==> src/rtl/imem_access_arbiter.sv <==
// Round-robin arbiter between a read-only fetch port and a read/write loader port
// in front of one single-port synchronous instruction RAM, one transaction in flight.
module imem_access_arbiter #(
  parameter int          DEPTH     = 16,
  parameter logic [31:0] BASE_ADDR = 32'h8000_0000,
  localparam int         AW        = $clog2(DEPTH)
) (
  input  logic          clk_i,
  input  logic          rst_i,
  input  logic          f_req_valid_i,
  output logic          f_req_ready_o,
  input  logic [31:0]   f_addr_i,
  output logic          f_resp_valid_o,
  input  logic          f_resp_ready_i,
  output logic [31:0]   f_rdata_o,
  output logic          f_err_o,
  input  logic          l_req_valid_i,
  output logic          l_req_ready_o,
  input  logic [31:0]   l_addr_i,
  input  logic          l_we_i,
  input  logic [31:0]   l_wdata_i,
  output logic          l_resp_valid_o,
  input  logic          l_resp_ready_i,
  output logic [31:0]   l_rdata_o,
  output logic          l_err_o,
  output logic          mem_en_o,
  output logic          mem_we_o,
  output logic [AW-1:0] mem_addr_o,
  output logic [31:0]   mem_wdata_o,
  input  logic [31:0]   mem_rdata_i,
  output logic          busy_o
);

  localparam logic [31:0] LIMIT = 32'(4 * DEPTH);

  typedef enum logic [1:0] {IDLE, ACCESS, RESP} state_t;

  state_t      state;
  logic        owner_l;     // 1: loader owns the transaction in flight
  logic        last_l;      // 1: loader was granted most recently
  logic        resp_we;
  logic [31:0] resp_rdata;
  logic        resp_err;

  logic        accept;
  logic        grant_l;
  logic [31:0] sel_addr;
  logic [31:0] off;
  logic        fault;

  always_comb begin
    accept  = 1'b0;
    grant_l = 1'b0;
    if (state == IDLE && !rst_i && (f_req_valid_i || l_req_valid_i)) begin
      accept  = 1'b1;
      // On contention the loader wins only if fetch was served last.
      grant_l = l_req_valid_i && (!f_req_valid_i || !last_l);
    end
    sel_addr = grant_l ? l_addr_i : f_addr_i;
    off      = sel_addr - BASE_ADDR;
    fault    = (off[1:0] != 2'b00) || (off >= LIMIT);
  end

  assign f_req_ready_o = accept && !grant_l;
  assign l_req_ready_o = accept && grant_l;
  assign mem_en_o      = accept && !fault;
  assign mem_we_o      = mem_en_o && grant_l && l_we_i;
  assign mem_addr_o    = off[AW+1:2];
  assign mem_wdata_o   = l_wdata_i;

  always_ff @(posedge clk_i) begin
    if (rst_i) begin
      state      <= IDLE;
      owner_l    <= 1'b0;
      last_l     <= 1'b1;
      resp_we    <= 1'b0;
      resp_rdata <= 32'h0;
      resp_err   <= 1'b0;
    end else begin
      case (state)
        IDLE: begin
          if (accept) begin
            owner_l <= grant_l;
            last_l  <= grant_l;
            resp_we <= grant_l && l_we_i;
            if (fault) begin
              resp_rdata <= 32'h0;
              resp_err   <= 1'b1;
              state      <= RESP;
            end else begin
              state <= ACCESS;
            end
          end
        end
        ACCESS: begin
          resp_rdata <= resp_we ? 32'h0 : mem_rdata_i;
          resp_err   <= 1'b0;
          state      <= RESP;
        end
        RESP: begin
          if (owner_l ? l_resp_ready_i : f_resp_ready_i) state <= IDLE;
        end
        default: state <= IDLE;
      endcase
    end
  end

  assign busy_o         = (state != IDLE);
  assign f_resp_valid_o = (state == RESP) && !owner_l;
  assign l_resp_valid_o = (state == RESP) && owner_l;
  assign f_rdata_o      = f_resp_valid_o ? resp_rdata : 32'h0;
  assign l_rdata_o      = l_resp_valid_o ? resp_rdata : 32'h0;
  assign f_err_o        = f_resp_valid_o && resp_err;
  assign l_err_o        = l_resp_valid_o && resp_err;

endmodule

==> config.mk <==
export PLATFORM = sky130hd
export DESIGN_NAME = imem_access_arbiter
export DESIGN_NICKNAME = d
export VERILOG_FILES = /design/src/rtl/imem_access_arbiter.sv
export SDC_FILE = /design/constraint.sdc
export NUM_CORES = 1
export LEC_CHECK = 0
export CELL_PAD_IN_SITES_DETAIL_PLACEMENT = 0
export CELL_PAD_IN_SITES_GLOBAL_PLACEMENT = 1
export CORE_AREA = 2 2 93 95
export CTS_BUF_LIST = sky130_fd_sc_hd__clkbuf_16
export DETAILED_ROUTE_END_ITERATION = 16
export DIE_AREA = 0 0 95 97
export DONT_BUFFER_PORTS = 1
export PLACE_DENSITY_LB_ADDON = 0.1
export SLEW_MARGIN = 20
export SYNTH_ARGS = -nofsm -noshare
export SYNTH_HDL_FRONTEND = slang
export SYNTH_SLANG_ARGS = --single-unit
export TNS_END_PERCENT = 5
==> constraint.sdc <==
create_clock -name clk_i -period 4.42 [get_ports clk_i]
set_input_delay 0.884 -clock clk_i [delete_from_list [all_inputs] [get_ports clk_i]]
set_output_delay 0.884 -clock clk_i [all_outputs]
set_load 0.02 [all_outputs]
Word-level counts from Yosys, hierarchy flattened

Cells that the tools add are included.

Add/sub/neg operators: 1
$lt $le $gt $ge: 1
Equality and inequality tests: 5
Muxes and demuxes: 17
Reduce and logical (&&, ||, !) cells: 29

Operators with widths:

| kind                   | count |
|---|---|
| $mux 32                | 6 |
| $pmux 32 s2            | 1 |
| $ge 32x7->1 const B    | 1 |
| $sub 32x32->32 const B | 1 |
| $logic_and 1x1->1      | 13 |
| $logic_not 1->1        | 6 |
| $mux 2                 | 3 |
| $ne 2x2->1 const B     | 3 |
| $pmux 2 s3             | 1 |
| $reduce_bool 2->1      | 3 |
| $mux 1                 | 5 |
| $reduce_and 2->1       | 2 |
| $logic_or 1x1->1       | 3 |
| $reduce_and 3->1       | 1 |
| $eq 2x1->1 const B     | 1 |
| $eq 2x2->1 const B     | 1 |
| $logic_not 2->1        | 1 |
| $pmux 1 s2             | 1 |

Register bits: 38
Input bits: 135
Output and inout port bits: 109
Logic and storage cells: 59

Longest topological paths before layout

Depth after elaboration: 12
Mapped depth: 8
Depth with buffers taken out: 6

Worst setup path before layout

OpenSTA, ideal clock, no wires.

Kind: input to output
From: input port l_addr_i[11]
To: output port mem_en_o
Arrival: 2,271 ps
Required time: 3,536 ps
Path slack: 1,265 ps
Stages on the path: 5
Path buffers: 0
Cells stage by stage: or4_4 > nor4_4 > mux2i_2 > a21oi_1 > and3_1

Cells in the longest elaborated chain, start to end: 6

Ends and longest elaborated chain:

| item              | RTL line | RTL |
|---|---|---|
| from (decl)       | 19       | `input logic [31:0] l_addr_i,` |
| $mux 32           | 59       | `sel_addr = grant_l ? l_addr_i : f_addr_i;` |
| $sub 32x32->32    | 60       | `off = sel_addr - BASE_ADDR;` |
| $ge 32x7->1       | 61       | `fault = (off[1:0] != 2'b00) \|\| (off >= LIMIT);` |
| $logic_or 1x1->1  | 61       |  |
| $logic_not 1->1   | 66       | `assign mem_en_o = accept && !fault;` |
| $logic_and 1x1->1 | 66       |  |
| to (decl)         | 26       | `output logic mem_en_o,` |

No other way between the ends.

Worst setup path in the final report

From: input port f_addr_i[11]
To: output port mem_en_o

Cells in the longest elaborated chain, start to end: 6

Ends and longest elaborated chain:

| item              | RTL line | RTL |
|---|---|---|
| from (decl)       | 12       | `input logic [31:0] f_addr_i,` |
| $mux 32           | 59       |  |
| $sub 32x32->32    | 60       |  |
| $ge 32x7->1       | 61       |  |
| $logic_or 1x1->1  | 61       |  |
| $logic_not 1->1   | 66       |  |
| $logic_and 1x1->1 | 66       |  |

No other way between the ends.

==> flow_summary.ini <==
[run_status]
status = complete, no violations

[detailed_routing]
antenna_left = 0
routed-via-count = 2027
drt-initial-drc-count = 64
routed_wl_mm = 7.313
via_per_inst = 5.678
wire_per_inst_um = 20.48
dr.pass1.iters = 4
drc = 0

[synthesis]
yosys_warnings = 0
syn_area_per_cell_um2 = 8.578
yosys.area.top_type = dfxtp_1
seq_area_frac_synth = 0.3048
synth_nets = 426
ys_ff_latch = 38
yosys-top-cells-area = dfxtp_1 (30%), a22o_1 (12%), buf_4 (9.9%), a21o_1 (9.0%), and3_1 (8.8%)
synth_top_area_share = 0.3048
synth_cell_type_count = 36
netlist_instances = 291
synthesis.area_um2 = 2496

[setup_path]
critPathLaunchType = input port
endpoint_kind = output pin
required_ns = 3.54
worstSetupPathType = in2out
critPathMaxFanout = 4
arrival_ns = 2.54

[layout]
layout_commonest_cell = dfxtp_1
nets = 386
final_cell_mix = dfxtp_1 (38), and3_1 (35), and2_1 (34), a22o_1 (33), a21o_1 (30)
drive_above_1_share = 0.1116
stdcell_area_um2 = 2507
areaGrowthSynthToFinish_pct = 0.4509

[run]
drv_cap = 0

[grt]
antenna_found_initial = 1
overflow = 0
globalRouteTotalUtil = 0.1525
grt_pass1_vias = 1907
grt_first_pass_wirelength_mm = 10.70
grt_max_degree = 37

[cts]
cts-root-buf = clkbuf_16
path_clk_slew_ns = 0.06
htreeDepth = 2
postCtsSetupBuffers = 0
clock_latency_ns = 0.28
hold_buffers = 0
clk_path_buf_depth = 2
numCtsBuffers = 5
clock_sinks = 38
cts_tree = built
cts-resized-gates = 0

[die]
die_height_um = 97
start_util = 0.3069
row_count = 33
fp.coreArea_um2 = 8134
die_area_um2 = 9215
io_pins = 244
die_w_um = 95

[timing]
fin_tns_setup_ns = 0
relSlewSlack = 0.5247
clock_skew_ns = 0.006296
worstMarginPinSlew_ns = 0.7122
setup_viol = 0
fmax_ghz = 0.2917
hold_viol_final = 0
rsz0062_at_grt = false
min_period_over_period = 0.7755
slew_viol_final = 0
timing.final.crit_period_ns = 3.428

[placement]
port_buffers = 0
place_area_um2 = 2340
gp_congestion = 0.7938
hpwl_mm = 5.269

[pwr]
peakVddDrop_uv = 149.1
p_leak_nw = 1.307
powerDensity_nw_per_um2 = 330.6

[hold_path]
min-delay-path-class = reg2reg
==> through the flow <==
step / hold slack (ns) / util / worst slack, ns / total power, mW / std cells
after floorplan: 0.4305 / - / 1.265 / 0.4626 / 291
after global placement: 0.4716 / 0.2876 / 0.9947 / 0.4406 / 349
after detailed placement: 0.4783 / 0.2876 / 0.9677 / 0.4420 / 349
after CTS: 0.4928 / 0.3072 / 0.9599 / 0.8444 / 356
after global routing: 0.5048 / 0.3080 / 0.8891 / 0.8684 / 356
final: 0.4914 / 0.3083 / 0.9922 / 0.8288 / 357
==> sequential cells by signal, indices dropped and copies added (netlist names) <==
name,flops
owner_l,1
last_l,1
state,2
resp_rdata,32
resp_err,1
resp_we,1
==> cell usage after synthesis, drive strengths merged <==
master,n
inv,2
nand3b,2
nor2,7
nor2b,4
o21a,1
o21ai,1
nor3,2
a211o,1
and2,34
clkbuf,17
a21o,32
nand2,18
or4,4
a2111oi,1
o22ai,1
dfxtp,38
nand3,4
nor3b,1
a22o,33
nor4,10
buf,36
or3,2
and3,35
a21oi,3
mux2i,2
==> final timing paths <==
check,depth (start not counted),startpoint,slack (ns),endpoint
setup / recovery,5,f_addr_i[11],0.99,mem_en_o
hold / removal,1,resp_rdata[1],0.49,resp_rdata[1]
setup reg to reg,6,state[0],2.21,resp_rdata[26]
hold reg to reg,1,resp_rdata[1],0.49,resp_rdata[1]
==> kinds of logic (layout without fill, tap and decap cells) <==
group | Yosys count | count (layout) | share of synthesized area
AOI/OAI and AO/OA | 73 | 73 | 0.2426
other | 0 | 1 | 0
buffers and inverters | 55 | 15 | 0.1414
DFF | 38 | 38 | 0.3048
and+or+nand+nor | 123 | 123 | 0.3017
muxes | 2 | 2 | 0.009523
==> metal layers <==
layer	vias up	global-route usage	wire length (µm)
li1	936	-	-
met1	961	0.1807	2890
met2	126	0.2608	3698
met3	4	0.05374	680
met4	0	0.03567	43
met5	-	0	0
==> where the power goes <==
part           internal (mW)  switching, mW  total (mW)
combinational         0.0197         0.0617      0.0813
sequential             0.347        0.00422       0.351
clock                  0.261          0.135       0.396
total                  0.628          0.201       0.829
==> worst max-delay path, cell delays in order <==
cell	delay [ns]
or4_1	0.53
nor4_2	0.31
mux2i_2	0.16
a21oi_1	0.32
and3_1	0.34
==> area by class of cell <==
type	instances	area (µm²)
Timing Repair Buffer	6	45.04
Inverter	2	7.507
Sequential cell	38	760.7
Multi-Input combinational cell	198	1401
Antenna cell	1	2.502
Clock buffer	5	125.1
Fill cell	876	5627
Tap cell	105	131.4
Clock inverter	2	33.78
No activity file was read; power rests on OpenSTA's default activity.
